===== src/rtl/bfp_acc_normalizer.sv =====
// Block-floating-point group-sum accumulator with bfloat16 normalization.
// Optional macro FMAC_RNE_EN selects round-to-nearest-even (default: truncate).
module bfp_acc_normalizer #(
    parameter int unsigned GRPSIZE       = 16,
    parameter int unsigned MULBFPMANSIZE = 6,
    parameter int unsigned LEVELS        = $clog2(GRPSIZE),
    parameter int unsigned BFPEXPSIZE    = 8,
    parameter int unsigned ACCSIZE       = 16
) (
    input  logic                            i_clk,
    input  logic                            i_rst,
    input  logic                            i_valid,
    output logic                            o_ready,
    input  logic                            i_sign,
    input  logic [MULBFPMANSIZE+LEVELS-1:0] i_man,
    input  logic [BFPEXPSIZE:0]             i_exp,
    input  logic                            i_last,
    output logic                            o_valid,
    input  logic                            i_ready,
    output logic [15:0]                     o_data
);

    localparam int unsigned EW = BFPEXPSIZE + 1;
    localparam int unsigned PW = $clog2(ACCSIZE);
    localparam int unsigned XW = BFPEXPSIZE + 8;

    typedef enum logic [1:0] {S_IDLE, S_ACC, S_NORM, S_OUT} state_t;

    state_t                r_state;
    state_t                w_state_nxt;
    logic                  r_ready;
    logic                  r_valid;
    logic                  w_ready_nxt;
    logic                  w_valid_nxt;
    logic                  r_sign;
    logic [ACCSIZE-1:0]    r_mag;
    logic [EW-1:0]         r_exp;
    logic [15:0]           r_data;

    logic                  w_take;
    logic [ACCSIZE-1:0]    w_beat_mag;
    logic [ACCSIZE:0]      w_sum;
    logic                  w_acc_sign;
    logic [ACCSIZE-1:0]    w_acc_mag;

    logic [PW-1:0]         w_lead;
    logic [ACCSIZE+6:0]    w_mext;
    logic [6:0]            w_man_t;
    logic                  w_rnd;
    logic [7:0]            w_man_r;
    logic signed [XW-1:0]  w_exp_raw;
    logic signed [XW-1:0]  w_exp_fin;
    logic [15:0]           w_result;

    assign w_take  = i_valid && r_ready;
    assign o_ready = r_ready;
    assign o_valid = r_valid;
    assign o_data  = r_data;

    // State register and registered handshake outputs
    always_ff @(posedge i_clk) begin
        if (i_rst) begin
            r_state <= S_IDLE;
            r_ready <= 1'b1;
            r_valid <= 1'b0;
        end else begin
            r_state <= w_state_nxt;
            r_ready <= w_ready_nxt;
            r_valid <= w_valid_nxt;
        end
    end

    always_comb begin
        w_state_nxt = r_state;
        case (r_state)
            S_IDLE:  if (w_take) w_state_nxt = i_last ? S_NORM : S_ACC;
            S_ACC:   if (w_take && i_last) w_state_nxt = S_NORM;
            S_NORM:  w_state_nxt = S_OUT;
            S_OUT:   if (i_ready) w_state_nxt = S_IDLE;
            default: w_state_nxt = S_IDLE;
        endcase
    end

    // Outputs decoded from the next state so they line up with r_state
    always_comb begin
        w_ready_nxt = 1'b0;
        w_valid_nxt = 1'b0;
        case (w_state_nxt)
            S_IDLE, S_ACC: w_ready_nxt = 1'b1;
            S_OUT:         w_valid_nxt = 1'b1;
            default:       w_ready_nxt = 1'b0;
        endcase
    end

    // Sign-magnitude accumulate with saturation
    assign w_beat_mag = ACCSIZE'(i_man);
    assign w_sum      = {1'b0, r_mag} + {1'b0, w_beat_mag};

    always_comb begin
        w_acc_sign = r_sign;
        w_acc_mag  = r_mag;
        if (r_sign == i_sign) begin
            w_acc_mag = w_sum[ACCSIZE] ? {ACCSIZE{1'b1}} : w_sum[ACCSIZE-1:0];
        end else if (r_mag > w_beat_mag) begin
            w_acc_mag = r_mag - w_beat_mag;
        end else if (w_beat_mag > r_mag) begin
            w_acc_sign = i_sign;
            w_acc_mag  = w_beat_mag - r_mag;
        end else begin
            w_acc_sign = 1'b0;
            w_acc_mag  = '0;
        end
    end

    always_ff @(posedge i_clk) begin
        if (i_rst) begin
            r_sign <= 1'b0;
            r_mag  <= '0;
            r_exp  <= '0;
            r_data <= '0;
        end else begin
            if (w_take && r_state == S_IDLE) begin
                r_sign <= i_sign;
                r_mag  <= w_beat_mag;
                r_exp  <= i_exp;
            end else if (w_take) begin
                r_sign <= w_acc_sign;
                r_mag  <= w_acc_mag;
            end
            if (r_state == S_NORM) r_data <= w_result;
        end
    end

    // Leading-one position; highest set bit wins
    always_comb begin
        w_lead = '0;
        for (int i = 0; i < ACCSIZE; i++) begin
            if (r_mag[i]) w_lead = PW'(i);
        end
    end

    // The 7 bits below the leading one, zero-padded when the lead is low
    assign w_mext    = {r_mag, 7'b0};
    assign w_man_t   = w_mext[w_lead +: 7];
    assign w_exp_raw = $signed(XW'(r_exp)) - $signed(XW'(MULBFPMANSIZE)) + $signed(XW'(w_lead));

`ifdef FMAC_RNE_EN
    logic [ACCSIZE+7:0] w_rext;
    logic               w_guard;
    logic               w_sticky;
    assign w_rext   = {r_mag, 8'b0};
    assign w_guard  = w_rext[w_lead];
    assign w_sticky = |(r_mag & (((ACCSIZE'(1) << w_lead) - ACCSIZE'(1)) >> 8));
    assign w_rnd    = w_guard & (w_sticky | w_man_t[0]);
`else
    assign w_rnd    = 1'b0;
`endif

    assign w_man_r   = {1'b0, w_man_t} + 8'(w_rnd);
    assign w_exp_fin = w_exp_raw + $signed(XW'(w_man_r[7]));

    always_comb begin
        w_result = {r_sign, w_exp_fin[7:0], w_man_r[6:0]};
        if (r_mag == '0) begin
            w_result = 16'h0000;
        end else if (w_exp_fin >= $signed(XW'(255))) begin
            w_result = {r_sign, 8'hFF, 7'h00};
        end else if (w_exp_fin <= $signed(XW'(0))) begin
            w_result = {r_sign, 15'h0000};
        end
    end

endmodule


===== config.mk =====
export PLATFORM = sky130hd
export DESIGN_NAME = bfp_acc_normalizer
export DESIGN_NICKNAME = d
export VERILOG_FILES = /design/src/rtl/bfp_acc_normalizer.sv
export SDC_FILE = /design/constraint.sdc
export NUM_CORES = 1
export LEC_CHECK = 0
export CAP_MARGIN = 20
export CORE_UTILIZATION = 38
export DETAILED_ROUTE_END_ITERATION = 16
export PLACE_DENSITY = 0.58
export SYNTH_ARGS = -nofsm -noshare
export SYNTH_HDL_FRONTEND = slang
export SYNTH_SLANG_ARGS = --single-unit

===== constraint.sdc =====
create_clock -name i_clk -period 5.42 [get_ports i_clk]
set_clock_uncertainty 0.1 [all_clocks]
set_input_delay 0.542 -clock i_clk [delete_from_list [all_inputs] [get_ports i_clk]]
set_output_delay 0.542 -clock i_clk [all_outputs]
set_load 0.03 [all_outputs]

# ---- Word-level counts from Yosys, hierarchy flattened
# Cells that the tools add are included.
dict set report op_classes {
  add_sub_neg 5
  shifts 1
  muxes 36
  reduce_logical 10
  n_lt_le_gt_ge 4
  eq_ne 8
}
# op count
set ops {}
lappend ops {{two-way mux 16 bit} 5}
lappend ops {{two-way mux 4 bit} 14}
lappend ops {{two-way mux 15 bit} 2}
lappend ops {{variable part select 23 x 5 -> 7 bit} 1}
lappend ops {{two-way mux 10 bit} 2}
lappend ops {{adder 16 x 10 -> 17 bit} 1}
lappend ops {{> comparator 10 x 16 -> 1 bit} 1}
lappend ops {{> comparator 16 x 10 -> 1 bit} 1}
lappend ops {{zero test 16 bit} 1}
lappend ops {{subtractor 10 x 16 -> 16 bit} 1}
lappend ops {{subtractor 16 x 10 -> 16 bit} 1}
lappend ops {{adder 10 x 5 -> 11 bit} 1}
lappend ops {{>= comparator 11 x 9 -> 1 bit (second input constant)} 1}
lappend ops {{<= comparator 11 x 1 -> 1 bit (second input constant)} 1}
lappend ops {{subtractor 9 x 3 -> 10 bit (second input constant)} 1}
lappend ops {{two-way mux 1 bit} 8}
lappend ops {{two-way mux 2 bit} 4}
lappend ops {{case mux 2 bit (4 select lines)} 1}
lappend ops {{== test 2 bit (second input constant)} 3}
lappend ops {{== test 2 x 1 -> 1 bit (second input constant)} 2}
lappend ops {{zero test 2 bit} 2}
lappend ops {{inequality test 2 x 1 -> 1 bit (second input constant)} 2}
lappend ops {{OR reduction 2 bit} 2}
lappend ops {{logical AND 1 bit} 3}
lappend ops {{3 further kinds} 3}
dict set report word_totals {
  input_bits 25
  reg_bits 46
  output_inout_bits 18
  elab_cells 72
}

# ---- Logic depth before layout (Yosys ltp)
# Gate-level depths: netlist of the first run.
dict set report depth {
  depth_word 20
  mapped_depth 17
  mapped_depth_nobuf 14
}

# ---- Worst setup path after synthesis of the first run
# Ideal clock, no wire load.
dict set report synth_path {
  path_type {reg2reg}
  start {register r_mag[5]}
  end {register r_data[8] (netlist: o_data[8])}
  path_slack_ps 1835
  setup_time_ps 66
  path_stages_with_launch 17
  required_ps 5254
  arrival_time_ps 3419
  cell_sequence {dfxtp_1 inv_1 a221o_1 a22oi_2 buf_6 ha_1 inv_1 fa_1 nor2b_1 o21a_1 o211ai_4 nor2_4 mux2_4 a211o_1 buf_6 a31o_2 a21oi_2}
}
dict set report synth_between {
  elab_chain_len 16
  word_cells_on_any_way 18
}
# item line_no
set synth_rtl {}
lappend synth_rtl {{start: declaration} 36} ;# logic [ACCSIZE-1:0] r_mag;
lappend synth_rtl {{start signal: assignment} 124} ;# r_mag <= w_beat_mag;
lappend synth_rtl {{start signal: assignment} 128} ;# r_mag <= w_acc_mag;
lappend synth_rtl {{two-way mux 4 bit (11 in a row)} 138} ;# if (r_mag[i]) w_lead = PW'(i);
lappend synth_rtl {{adder 10 x 5 -> 11 bit} 145} ;# assign w_exp_raw = $signed(XW'(r_exp)) - $signed(XW'(MULBFPMANSIZE)) + $signed(XW'(w_lead));
lappend synth_rtl {{<= comparator 11 x 1 -> 1 bit} 168} ;# end else if (w_exp_fin <= $signed(XW'(0))) begin
lappend synth_rtl {{two-way mux 15 bit} 168}
lappend synth_rtl {{two-way mux 15 bit} 166} ;# end else if (w_exp_fin >= $signed(XW'(255))) begin
lappend synth_rtl {{two-way mux 16 bit (*)} 164} ;# if (r_mag == '0) begin
lappend synth_rtl {{end signal: assignment} 130} ;# if (r_state == S_NORM) r_data <= w_result;
lappend synth_rtl {{end: declaration} 38} ;# logic [15:0] r_data;
# Every way passes the cells marked *; elsewhere a longest branch is shown, timed or not.
# A chain may end at the register's enable or synchronous reset.

# ---- Final worst setup path of the first run
dict set report layout_path {
  start {register r_mag[11]}
  end {register r_data[7] (netlist: o_data[7])}
}
dict set report layout_between {
  elab_chain_len 10
  word_cells_on_any_way 12
}
# item line_no
set layout_rtl {}
lappend layout_rtl {{two-way mux 4 bit (5 in a row)} 138}
lappend layout_rtl {{adder 10 x 5 -> 11 bit} 145}
lappend layout_rtl {{<= comparator 11 x 1 -> 1 bit} 168}
lappend layout_rtl {{two-way mux 15 bit} 168}
lappend layout_rtl {{two-way mux 15 bit} 166}
lappend layout_rtl {{two-way mux 16 bit (*)} 164}
# Marks and branches as above.

==> results of run 1 <==
## logic make-up (layout without fill, tap and decap cells)
group                      Yosys count  count (layout)
buffers and inverters               76              96
xor gates and xnor gates            26              26
DFF                                 46              46
muxes                                9               9
and+or+nand+nor                    239             239
AOI/OAI and AO/OA                  232             232
adders and majority gates           39              39
## tightest hold or removal path: stages (launching register included)
cell     delay, ns
dfxtp_1       0.31
nand2_1       0.05
nand2_1       0.04
## layer usage
metal	global-route usage [%]	routed length, um	up-vias
met3	3.80	1170	22
met1	33.7	7160	2451
met5	0	0	-
met2	39.3	7080	220
li1	-	-	2483
met4	8.74	405	0
## path summary, 6_finish.rpt
| path | cells after the start | end | from | slack [ns] |
|---|---|---|---|---|
| hold reg to reg | 2 | o_data[11] | o_data[11] | 0.34 |
| setup / recovery | 15 | o_data[7] | r_mag[11] | 1.38 |
| setup reg to reg | 15 | o_data[7] | r_mag[11] | 1.38 |
| hold / removal | 2 | o_data[11] | o_data[11] | 0.34 |
## per-stage QoR
stage | hold WS [ns] | total power [mW] | utilization, % | cells | setup WS [ns]
after floorplan | 0.341 | 1.31 | - | 667 | 1.83
after global placement | 0.335 | 1.58 | 43.0 | 851 | 1.16
after detailed placement | 0.339 | 1.59 | 43.0 | 851 | 1.16
after CTS | 0.348 | 1.93 | 44.2 | 859 | 1.40
after global routing | 0.378 | 2.09 | 44.2 | 859 | 1.01
final | 0.343 | 1.94 | 44.2 | 859 | 1.38
## sequential cells by signal, summed over array words and instances, names as in the netlist
register / count
r_state: 2
r_sign: 1
r_mag: 16
o_data: 16
o_valid: 1
o_ready: 1
r_exp: 9
## cells in the final DEF (no fill, tap or decap), types with 13 or more instances in the layout
cell type / netlist / routed
nand2b_1: 13 / 13
inv_1: 37 / 37
dfxtp_1: 46 / 46
clkdlybuf4s50_1: 0 / 42
a21oi_1: 69 / 69
nor3_1: 30 / 30
xnor2_1: 14 / 14
nand2_1: 66 / 66
nor2_1: 60 / 60
o21ai_0: 35 / 35
ha_1: 35 / 35
## power groups by stage
stage / logic [mW] / registers, mW / clock network (mW)
floorplan: 0.883 / 0.426 / 0
global placement: 1.14 / 0.435 / 0
detailed placement: 1.15 / 0.437 / 0
CTS: 1.15 / 0.429 / 0.351
global route: 1.29 / 0.436 / 0.363
finish: 1.17 / 0.430 / 0.340
## cell type report
| class | count | area (sq um) |
|---|---|---|
| Clock inverter | 2 | 16.3 |
| Sequential cell | 46 | 921 |
| Multi-Input combinational cell | 545 | 3650 |
| Fill cell | 1333 | 7010 |
| Tap cell | 172 | 215 |
| Clock buffer | 6 | 139 |
| Inverter | 39 | 146 |
| Timing Repair Buffer | 49 | 473 |
==> results.toml, run 1 <==
[run_status]
status = "completed"

[clocking]
numCtsBuffers = 5
cts_resized = 0
cts_sinks = 46
cts_setup_buffers = 0
cts_tree = "built"
cts_buffer_depth = 2
cts_max_level = 2
hold_buffers = 0
clk_latency_ns = 0.30
clk_pin_slew_ns = 0.07
clockRootBuffer = "clkbuf_16"

[yosys]
synth_edf_count = 0
ys_seq_area_share_pct = 18.8
async_flop_share_pct = 0
synth_top_cell_by_area = "dfxtp_1"
synth_warnings = 0
syn_inst = 667
avgSynthCellArea_sq_um = 7.33
synth_top_family_by_area = "compound AO/OA/AOI/OAI gates"
yosysUniqueCellTypes = 87
synthAdderAreaFrac_pct = 10.6
yosysTopAreaCellShare_pct = 18.8
synth.most_common_cell = "a21oi_1"
synth_mux_area_share_pct = 2.00
synthXorXnorAreaFrac_pct = 4.81
synth_compound_area_share_pct = 32.8
synth-simple-area-share_pct = 24.4
ys_ff_latch = 46
synthTopCellsByArea = "dfxtp_1, ha_1, a21oi_1"
ys.flop_type = "dfxtp_1"
syn_area_sq_mm = 0.00489
ys_top_cells_by_count = "a21oi_1, nand2_1, nor2_1, dfxtp_1, inv_1"
syn_nets = 731

[die]
die_area_sq_mm = 0.0133
die_x_um = 115
die_h_um = 115
core_region_area_sq_mm = 0.0126
pin_count = 43
rows = 41
start_util_pct = 38.9

[power]
switching_power_mw = 0.946
sw_frac_of_total_pct = 48.7
pwr_density_cell_mw_per_mm2 = 350
leakagePower_nw = 2.16
p_clk_share_pct = 17.5
power_frac_comb_pct = 60.4
internal_power_mw = 0.997
vdd_drop_max_v = 0.000175
pwr-share-seq_pct = 22.1

[finish]
area_growth_pct = 13.7
fin_nets = 750
antenna_cells = 0
final_area_sq_mm = 0.00556
drive_gt1_share_pct = 6.99

[setup_path]
cp.required_ns = 5.51
startpoint_type = "flip-flop"
arrival_ns = 4.13
slowest_delay_ns = 0.65
worstPathCellList = "nand2b_1 -> o311ai_0 -> a22oi_2 -> buf_4 -> ha_1 -> inv_1 -> fa_1 -> nor2b_1 -> o21a_1 -> o211ai_4 -> nor2_4 -> mux2_4 -> a211oi_1 -> o21ai_2 -> a221oi_1"
path_buf_inv = 2
cp_slowest_cell = "dfxtp_1"
cp-end-kind = "flip-flop"
path_delay_family = "compound AO/OA/AOI/OAI gates"
crit_fanout = 25
setup.worst_path.class = "reg2reg"

[sta]
setup_tns_ns = 0
max_freq_ghz = 0.248
relSlewSlack_pct = 26.4
setup_violations = 0
worst_pin_slew_ns = 1.10
rsz0062_at_grt = "false"
hold_viol = 0
post-route-period-util_pct = 74.5
period_minus_slack_ns = 4.04
drv_slew = 0

[global_route]
grt_pass1_vias = 4829
grt_max_degree = 26
grt_pass1_wl_mm = 25.3
gr-total-overflow = 0
antenna_found_initial = 0
grt_usage_pct = 24.7

[route]
drtAntennaViolNets = 0
drtIter0Drc = 459
vias = 5176
drt_wl_total_mm = 15.8
vias_per_cell = 6.03
wl_per_cell_um = 18.4
dr.pass1.iters = 5
drc = 0

[placed_design]
dp_hpwl_mm = 12.1
routabilityCongestion = 0.995
postPlaceCellArea_sq_mm = 0.00540
numPortBuffers = 42

[worst_hold_path]
hp-class = "reg2reg"

[job]
maxCapViolations = 0
No activity file was read; power rests on OpenSTA's default activity.
==> run 2, diff against run 1 <==
==> constraint.sdc (replaced) <==
create_clock -name i_clk -period 4 [get_ports i_clk]
set_clock_uncertainty 0.1 [all_clocks]
set_input_delay 0.4 -clock i_clk [delete_from_list [all_inputs] [get_ports i_clk]]
set_output_delay 0.4 -clock i_clk [all_outputs]
set_load 0.03 [all_outputs]
==> run 2 against run 1 <==
Die area stayed put. Flip-flop and latch count unchanged. Clock power increased by 27%. Routed wire length is 2.3% higher. First-iteration DRC count down 26%. Register-to-register slack got worse by 1.1 ns. Clock-buffer cell count shrank 1. Critical path type unchanged. Cell count up 4.1%. Critical endpoint unchanged.
==> results.toml, run 2 (same netlist as run 1, synthesis figures left out) <==
[worst_hold_path]
hp-class = "reg2reg"

[power]
p_clk_share_pct = 15.7
vdd_drop_max_v = 0.000241
leakagePower_nw = 2.34
pwr-share-seq_pct = 20.1
switching_power_mw = 1.33
power_frac_comb_pct = 64.2
internal_power_mw = 1.43
sw_frac_of_total_pct = 48.1
pwr_density_cell_mw_per_mm2 = 473

[route]
drtIter0Drc = 338
met1_length_mm = 7.52
vias_per_cell = 5.91
drt_wl_total_mm = 16.2
dr.max_layer_used = "met4"
dr.pass1.iters = 5
drc = 0
wl_met2_mm = 7.37
wl_met3_um = 835
drtAntennaViolNets = 0
wl_per_cell_um = 18.1
vias = 5281

[sta]
relSlewSlack_pct = 56.5
max_freq_ghz = 0.266
setup_tns_ns = 0
worst_pin_slew_ns = 0.650
hold_viol = 0
rsz0062_at_grt = "false"
period_minus_slack_ns = 3.77
fin_ws_ns = 0.234
post-route-period-util_pct = 94.1
drv_slew = 0
setup_violations = 0

[finish]
final_cells = 894
layout_common_cells = "a21oi_1, nand2_1, nor2_1"
postLayoutCoreUtil_pct = 46.3
antenna_cells = 0
fin_nets = 785
final_area_sq_mm = 0.00582
drive_gt1_share_pct = 11.8
area_growth_pct = 19.1
final_common_cell = "a21oi_1"
nFillCells = 1291

[clocking]
cts_buffer_depth = 2
cts_tree = "built"
cts_setup_buffers = 0
numCtsBuffers = 5
clockRootBuffer = "clkbuf_16"
clk_pin_slew_ns = 0.07
cts_sinks = 46
clk_latency_ns = 0.30
cts_max_level = 2

[setup_path]
startpoint_type = "flip-flop"
arrival_ns = 3.82
setup.worst_path.class = "reg2reg"
worstPathCellList = "or4_4 -> nor2_2 -> inv_2 -> ha_1 -> o21a_1 -> a21oi_1 -> or3_1 -> nand2b_1 -> xnor2_1 -> nand4_1 -> o21ai_2 -> a221oi_1"
cp_slowest_cell = "or4_4"
path_buf_inv = 1
slowest_delay_ns = 0.60
cp.required_ns = 4.05
crit_fanout = 8
path_delay_family = "simple AND/OR/NAND/NOR gates"
cp-end-kind = "flip-flop"

[die]
core_region_area_sq_mm = 0.0126
die_x_um = 115
rows = 41
start_util_pct = 38.9
die_area_sq_mm = 0.0133
pin_count = 43
die_h_um = 115

[global_route]
grt_max_degree = 25
antenna_found_initial = 0
gr-total-overflow = 0
grt_usage_pct = 25.2
grt_pass1_wl_mm = 25.8
grt_pass1_vias = 4959

[run_status]
status = "completed"

[placed_design]
dp_hpwl_mm = 12.8
pre_cts_slack_ns = 0.0811
numPortBuffers = 42
dp_cells = 886
routabilityCongestion = 0.931
postPlaceCellArea_sq_mm = 0.00567

[job]
maxCapViolations = 0
## run 2: worst register-to-register path, cell delays in order, from the launching register on
cell and delay (ns):
dfxtp_1 0.36, or4_4 0.60, nor2_2 0.30, inv_2 0.15, ha_1 0.35, o21a_1 0.15
a21oi_1 0.08, or3_1 0.44, nand2b_1 0.18, xnor2_1 0.22, nand4_1 0.25, o21ai_2 0.32
a221oi_1 0.14
## run 2: cell type report
type / count / area, sq um / share of cell area (%)
Sequential cell: 46 / 921 / 15.8
Tap cell: 172 / 215 / 3.70
Clock inverter: 3 / 21.3 / 0.366
Clock buffer: 5 / 125 / 2.15
Timing Repair Buffer: 84 / 736 / 12.6
Inverter: 39 / 146 / 2.52
Multi-Input combinational cell: 545 / 3650 / 62.8
## run 2: final timing paths
path	from	to	slack (ns)	cells after the start
hold reg to reg	o_data[11]	o_data[11]	0.34	2
setup / recovery	r_mag[14]	o_data[7]	0.23	12
setup reg to reg	r_mag[14]	o_data[7]	0.23	12
hold / removal	o_data[11]	o_data[11]	0.34	2
## run 2: timing repair
item | in CTS | in global routing
hold buffers | 0 | 0
endpoints found under the setup margin | 0 | 11
resized for setup | 0 | 2
## run 2: stage by stage
step | power (mW) | hold WS (ns)
finish | 2.75 | 0.342
global route | 2.94 | 0.367
floorplan | 1.77 | 0.341
CTS | 2.73 | 0.348
detailed placement | 2.28 | 0.339
global placement | 2.27 | 0.336
## run 2: layer usage
metal | vias up | global-route usage, %
li1 | 2551 | -
met1 | 2521 | 33.9
met2 | 176 | 40.0
met3 | 33 | 4.64
met4 | 0 | 9.26
met5 | - | 0
## run 2: power groups by stage
stage | Sequential [mW] | Clock (mW) | Combinational (mW)
CTS | 0.554 | 0.445 | 1.73
global route | 0.562 | 0.460 | 1.92
floorplan | 0.577 | 0 | 1.20
global placement | 0.562 | 0 | 1.70
finish | 0.555 | 0.432 | 1.77
detailed placement | 0.564 | 0 | 1.72
==> run 3, diff against run 2 <==
--- a/config.mk
+++ b/config.mk
@@ -7,6 +7,7 @@
 export LEC_CHECK = 0
 export CAP_MARGIN = 20
 export CORE_UTILIZATION = 38
+export CTS_CLUSTER_DIAMETER = 200
 export DETAILED_ROUTE_END_ITERATION = 16
 export PLACE_DENSITY = 0.58
 export SYNTH_ARGS = -nofsm -noshare
==> results of run 3 <==
Final layout, timing and power as in run 2 (identical DEF).
